## src/rtl/mem_pkg.sv

```systemverilog
// Shared definitions for the program/data memory arbiter.
//   MEM_AW / MEM_DW   default address / data widths of the 256x16 memory
//   MEM_STARVE_MAX    default starvation limit for the CPU port
//   owner_t           current-cycle grant encoding driven on mem_arbiter.owner
package mem_pkg;

  localparam int MEM_AW         = 8;
  localparam int MEM_DW         = 16;
  localparam int MEM_STARVE_MAX = 4;

  typedef enum logic [1:0] {
    OWN_NONE = 2'b00,
    OWN_HOST = 2'b01,
    OWN_CPU  = 2'b10
  } owner_t;

endpackage

```

## src/rtl/arb_prio2.sv

```systemverilog
// Two-input fixed-priority selector with a starvation guard.
//   clk, reset : clock, synchronous active-high reset
//   req_hi     : high-priority request (host)
//   req_lo     : low-priority request, already qualified (CPU eligible)
//   gnt_hi/lo  : one-hot (or zero) grant, combinational in the request cycle
// starve_cnt counts consecutive cycles where req_lo was denied; once it hits
// STARVE_MAX the low side wins the next contended cycle.
module arb_prio2 #(
  parameter int STARVE_MAX = 4
) (
  input  logic clk,
  input  logic reset,
  input  logic req_hi,
  input  logic req_lo,
  output logic gnt_hi,
  output logic gnt_lo
);

  localparam int CW = $clog2(STARVE_MAX + 1);

  logic [CW-1:0] starve_cnt;
  logic          starved;

  assign starved = (starve_cnt == CW'(STARVE_MAX));

  // Grants are forced low while reset is held so nothing reaches memory.
  assign gnt_lo = ~reset & req_lo & (~req_hi | starved);
  assign gnt_hi = ~reset & req_hi & ~gnt_lo;

  always_ff @(posedge clk) begin
    if (reset) begin
      starve_cnt <= '0;
    end else if (!req_lo || gnt_lo) begin
      starve_cnt <= '0;
    end else if (!starved) begin
      starve_cnt <= starve_cnt + 1'b1;
    end
  end

endmodule

```

## src/rtl/mem_arbiter.sv

```systemverilog
// Shares the single-port program/data memory between the host (loader/debug)
// and the CPU. Host has priority; the CPU is guaranteed a slot after
// STARVE_MAX consecutive denials while running.
//   host_*  : host request/grant/read-return port
//   cpu_*   : CPU request/grant/read-return port (ignored while cpu_run=0)
//   mem_*   : memory macro port, mem_rdata has 1-cycle registered latency
//   owner   : current-cycle grant (00 none, 01 host, 10 CPU)
module mem_arbiter
  import mem_pkg::*;
#(
  parameter int AW         = MEM_AW,
  parameter int DW         = MEM_DW,
  parameter int STARVE_MAX = MEM_STARVE_MAX
) (
  input  logic          clk,
  input  logic          reset,
  input  logic          cpu_run,
  input  logic          host_req,
  input  logic          host_we,
  input  logic [AW-1:0] host_addr,
  input  logic [DW-1:0] host_wdata,
  output logic          host_gnt,
  output logic          host_rvalid,
  output logic [DW-1:0] host_rdata,
  input  logic          cpu_req,
  input  logic          cpu_we,
  input  logic [AW-1:0] cpu_addr,
  input  logic [DW-1:0] cpu_wdata,
  output logic          cpu_gnt,
  output logic          cpu_rvalid,
  output logic [DW-1:0] cpu_rdata,
  output logic          mem_en,
  output logic          mem_we,
  output logic [AW-1:0] mem_addr,
  output logic [DW-1:0] mem_wdata,
  input  logic [DW-1:0] mem_rdata,
  output logic [1:0]    owner
);

  logic          cpu_elig;
  logic          rd_host, rd_cpu;
  logic [DW-1:0] host_rdata_q, cpu_rdata_q;

  assign cpu_elig = cpu_req & cpu_run;

  arb_prio2 #(.STARVE_MAX(STARVE_MAX)) u_arb (
    .clk    (clk),
    .reset  (reset),
    .req_hi (host_req),
    .req_lo (cpu_elig),
    .gnt_hi (host_gnt),
    .gnt_lo (cpu_gnt)
  );

  always_comb begin
    mem_en    = 1'b0;
    mem_we    = 1'b0;
    mem_addr  = '0;
    mem_wdata = '0;
    owner     = OWN_NONE;
    if (host_gnt) begin
      mem_en    = 1'b1;
      mem_we    = host_we;
      mem_addr  = host_addr;
      mem_wdata = host_wdata;
      owner     = OWN_HOST;
    end else if (cpu_gnt) begin
      mem_en    = 1'b1;
      mem_we    = cpu_we;
      mem_addr  = cpu_addr;
      mem_wdata = cpu_wdata;
      owner     = OWN_CPU;
    end
  end

  // Return routing follows who was granted last cycle, not the current owner,
  // so a new grant can overlap the returning read.
  always_ff @(posedge clk) begin
    if (reset) begin
      rd_host      <= 1'b0;
      rd_cpu       <= 1'b0;
      host_rdata_q <= '0;
      cpu_rdata_q  <= '0;
    end else begin
      rd_host <= host_gnt & ~host_we;
      rd_cpu  <= cpu_gnt & ~cpu_we;
      if (host_rvalid) host_rdata_q <= mem_rdata;
      if (cpu_rvalid)  cpu_rdata_q  <= mem_rdata;
    end
  end

  // Reset masks the return path immediately, even with a read in flight.
  assign host_rvalid = rd_host & ~reset;
  assign cpu_rvalid  = rd_cpu & ~reset;
  assign host_rdata  = reset ? '0 : (host_rvalid ? mem_rdata : host_rdata_q);
  assign cpu_rdata   = reset ? '0 : (cpu_rvalid ? mem_rdata : cpu_rdata_q);

endmodule

```

## config.mk

```make
export PLATFORM = sky130hd
export DESIGN_NAME = mem_arbiter
export DESIGN_NICKNAME = d
export VERILOG_FILES = /design/src/rtl/mem_pkg.sv /design/src/rtl/arb_prio2.sv /design/src/rtl/mem_arbiter.sv
export SDC_FILE = /design/constraint.sdc
export NUM_CORES = 1
export LEC_CHECK = 0
export CORE_MARGIN = 5
export CORE_UTILIZATION = 33
export CTS_CLUSTER_DIAMETER = 40
export DETAILED_ROUTE_END_ITERATION = 8
export HOLD_SLACK_MARGIN = 0.08
export PLACE_DENSITY = 0.87
export SLEW_MARGIN = 25
export SYNTH_ARGS = -nofsm -noshare
export SYNTH_HDL_FRONTEND = slang
export SYNTH_SLANG_ARGS = --single-unit
```

## constraint.sdc

```tcl
create_clock -name clk -period 2.2 [get_ports clk]
set_clock_uncertainty 0.2 [all_clocks]
set_input_delay 0.44 -clock clk [delete_from_list [all_inputs] [get_ports clk]]
set_output_delay 0.44 -clock clk [all_outputs]
set_load 0.1 [all_outputs]
```

==> metrics <==
status=finished with violations; failing checks=setup timing; RSZ-0062 raised after global routing=true; Longest Clk Path Bufs=2; Crit path arrival time=1.81 ns; Final Setup Violations=27; Yosys reg bits=37; met2 wire length=roughly 4600 microns; Leak=1.62 nW; Mean Syn Cell Area=about 10 sq um; number of synthesized flops with an enable pin=0; Hold WC Path Type=reg2reg; syn_nets=about 230; Max stage delay on crit path=0.36 ns; P per Cell Area=between 400 and 500 nW/um^2; final worst setup slack=-0.249 ns; Area contributors post-synth=dfxtp_1 (44%), mux2i_1 (19%), a22o_1 (8.9%); DR WL met3=550 microns; initial antenna violation count=0; VDD IR-drop max=just over 400 uV; setup TNS=-5.80 ns; Crit Path Category=reg2out; Max Slew Vio Count=0; WL final=between 8000 and 9000 microns; Core Footprint=approximately 5000 sq um; top post-synthesis cells by count=dfxtp_1 (37), nor2_1 (36), mux2i_1 (32); Num CTS Buffers=5; P&R area growth vs syn=159%; pre-CTS WS=-0.393 ns; share of layout cells above drive strength 1=a little over half; leading area contributor after synthesis=dfxtp_1; Die Area=roughly 6600 sq um; Root Buffer=clkbuf_8; HPWL Detailed=roughly 5600 microns; crit-path most repeated cell=buf_12; Worst-path clk slew=~0.07 ns; Syn. warnings=0; CP max-delay cell=dfxtp_2; Nets=380; CP required=between 1.5 and 2 ns; DRC violations left=0; post-synthesis cell area=around 1700 sq um; Tcrit/Tclk final=111%; Clock Latency Late Sink=0.28 ns; top routing layer in use=met4; final RePlAce weighted congestion=~0.78; Slew HR=around three quarters; FMAX=approximately 0.41 GHz; Vias/cell=4.99; wire length per cell=about 21 microns; Max-Cap Viols=0; fraction of registers with async set/reset=0%; cells after synthesis=between 150 and 200; Remaining Overflow, GRT=0; register area=~740 sq um; Distinct cells, synth=22; vias in the first global route=2097; Worst Setup End Kind=primary output; Starting DRT DRC Count=66; crit path cell chain=inv_2 > ha_4 > buf_6 > a41oi_4 > buf_12 > a22o_2 > buf_12; # diodes=0; CP Launch Type=register; CTS tree=built; Hold Fails Final Rpt=0; count leader, synth=dfxtp_1; min Tclk post-route=2.45 ns; 1st-pass router iterations=4; Multi-input gate area=1230 sq um; Initial Utilization=between 30% and 40%; Post-synth top flop=dfxtp_1; Filler Cells Inserted=around 220; first-pass GRT wire length=roughly 12000 microns; CTS H-tree lvls=2; Sink Count=37; critical path fanouts, max=28; Die Ht=81.4 microns; Routed Antenna Nets=0; largest net degree at the start of global routing=30; io pins=roughly 140; post-synthesis sequential area ratio=44.1%; I/O Buffers=approximately 130; total number of vias=1882; Std-Cell Rows=26; die width=a little over 80 microns; worst slew pin tran=between 0.3 and 0.4 ns; Synth top area share=roughly 44%; Overall Global Routing Usage=roughly a quarter; DRT met1 WL=between 2000 and 3000 microns
## cells by family (layout without fill, tap and decap cells)
family / after synthesis / after routing / share of synthesized area (%)
AOI/OAI and AO/OA: 29 / 29 / 16.8
xor gates and xnor gates: 1 / 1 / 0.521
adders and majority gates: 2 / 2 / 1.49
buffers and inverters: 16 / 162 / 6.03
DFF: 37 / 37 / 44.1
muxes: 32 / 32 / 19.1
and+or+nand+nor: 44 / 44 / 12.0
## metal layers
layer / up-vias / global-route usage, %
met1: 922 / 23.4
met3: 16 / 7.87
met5: - / 0
met4: 0 / 9.12
met2: 87 / 45.9
li1: 857 / -
## path summary, 6_finish.rpt
path | slack, ns | to | start | cells after the start
hold / removal | 0.35 | u_arb.starve_cnt[0] | u_arb.starve_cnt[0] | 2
setup reg to reg | 0.63 | u_arb.starve_cnt[2] | u_arb.starve_cnt[1] | 5
hold reg to reg | 0.35 | u_arb.starve_cnt[0] | u_arb.starve_cnt[0] | 2
setup / recovery | -0.25 | mem_we | u_arb.starve_cnt[1] | 7
## cells in the final DEF, fill, tap and decap left out, drive strengths merged
cell           instances
dlygate4sd2            1
dfxtp                 37
a21oi                  1
xnor2                  1
nand2                  1
clkinvlp               1
a41oi                  1
a211o                  1
clkbuf                 8
nor2                  36
a22o                  25
buf                   83
clkdlybuf4s50         66
mux2i                 32
nand2b                 1
nor3                   2
nor4                   1
nor2b                  3
inv                    3
ha                     2
a21boi                 1
## critical path: cells and delay by family, from the launching register on
kind	cells	cell delay, ns
AOI/OAI and AO/OA	2	0.39
adders and majority gates	1	0.17
buffers and inverters	4	0.58
DFF	1	0.36
## report_power, final
group / switching, mW / internal [mW]
Combinational: 0.497 / 0.361
Sequential: 0.00583 / 0.685
Clock: 0.238 / 0.248
## repair_timing
item | CTS | global route
endpoints found under the setup margin | 29 | 34
hold buffers | 0 | 0
resized for setup | 16 | 12
pin swaps | 3 | 0
setup buffers | 4 | 0
hold endpoints to repair | 0 | 0
gates cloned | 2 | 0
## final cells by class
cell class | count | share of cell area, %
clock inverters | 1 | 0.172
repair buffers | 152 | 50.3
multi-input cells | 108 | 28.3
clock buffers | 6 | 1.89
well taps | 70 | 2.01
flip-flops and latches | 37 | 17.1
inverters | 3 | 0.258
## sequential cells by signal (all words and copies together) (netlist names)
signal and count:
u_arb.starve_cnt 3, host_rdata_q 16, rd_host 1, rd_cpu 1, cpu_rdata_q 16
## metrics by stage
| stage | power (mW) | instance area, sq um | hold WS, ns | cells | util [%] |
|---|---|---|---|---|---|
| after floorplan | 1.17 | 2030 | 0.217 | 161 | - |
| after global placement | 1.52 | 4120 | 0.227 | 364 | 81.6 |
| after detailed placement | 1.54 | 4120 | 0.269 | 364 | 81.6 |
| after CTS | 2.03 | 4330 | 0.311 | 377 | 86.0 |
| after global routing | 2.11 | 4360 | 0.360 | 377 | 86.5 |
| final | 2.03 | 4360 | 0.349 | 377 | 86.5 |
No activity file was read; power rests on OpenSTA's default activity.
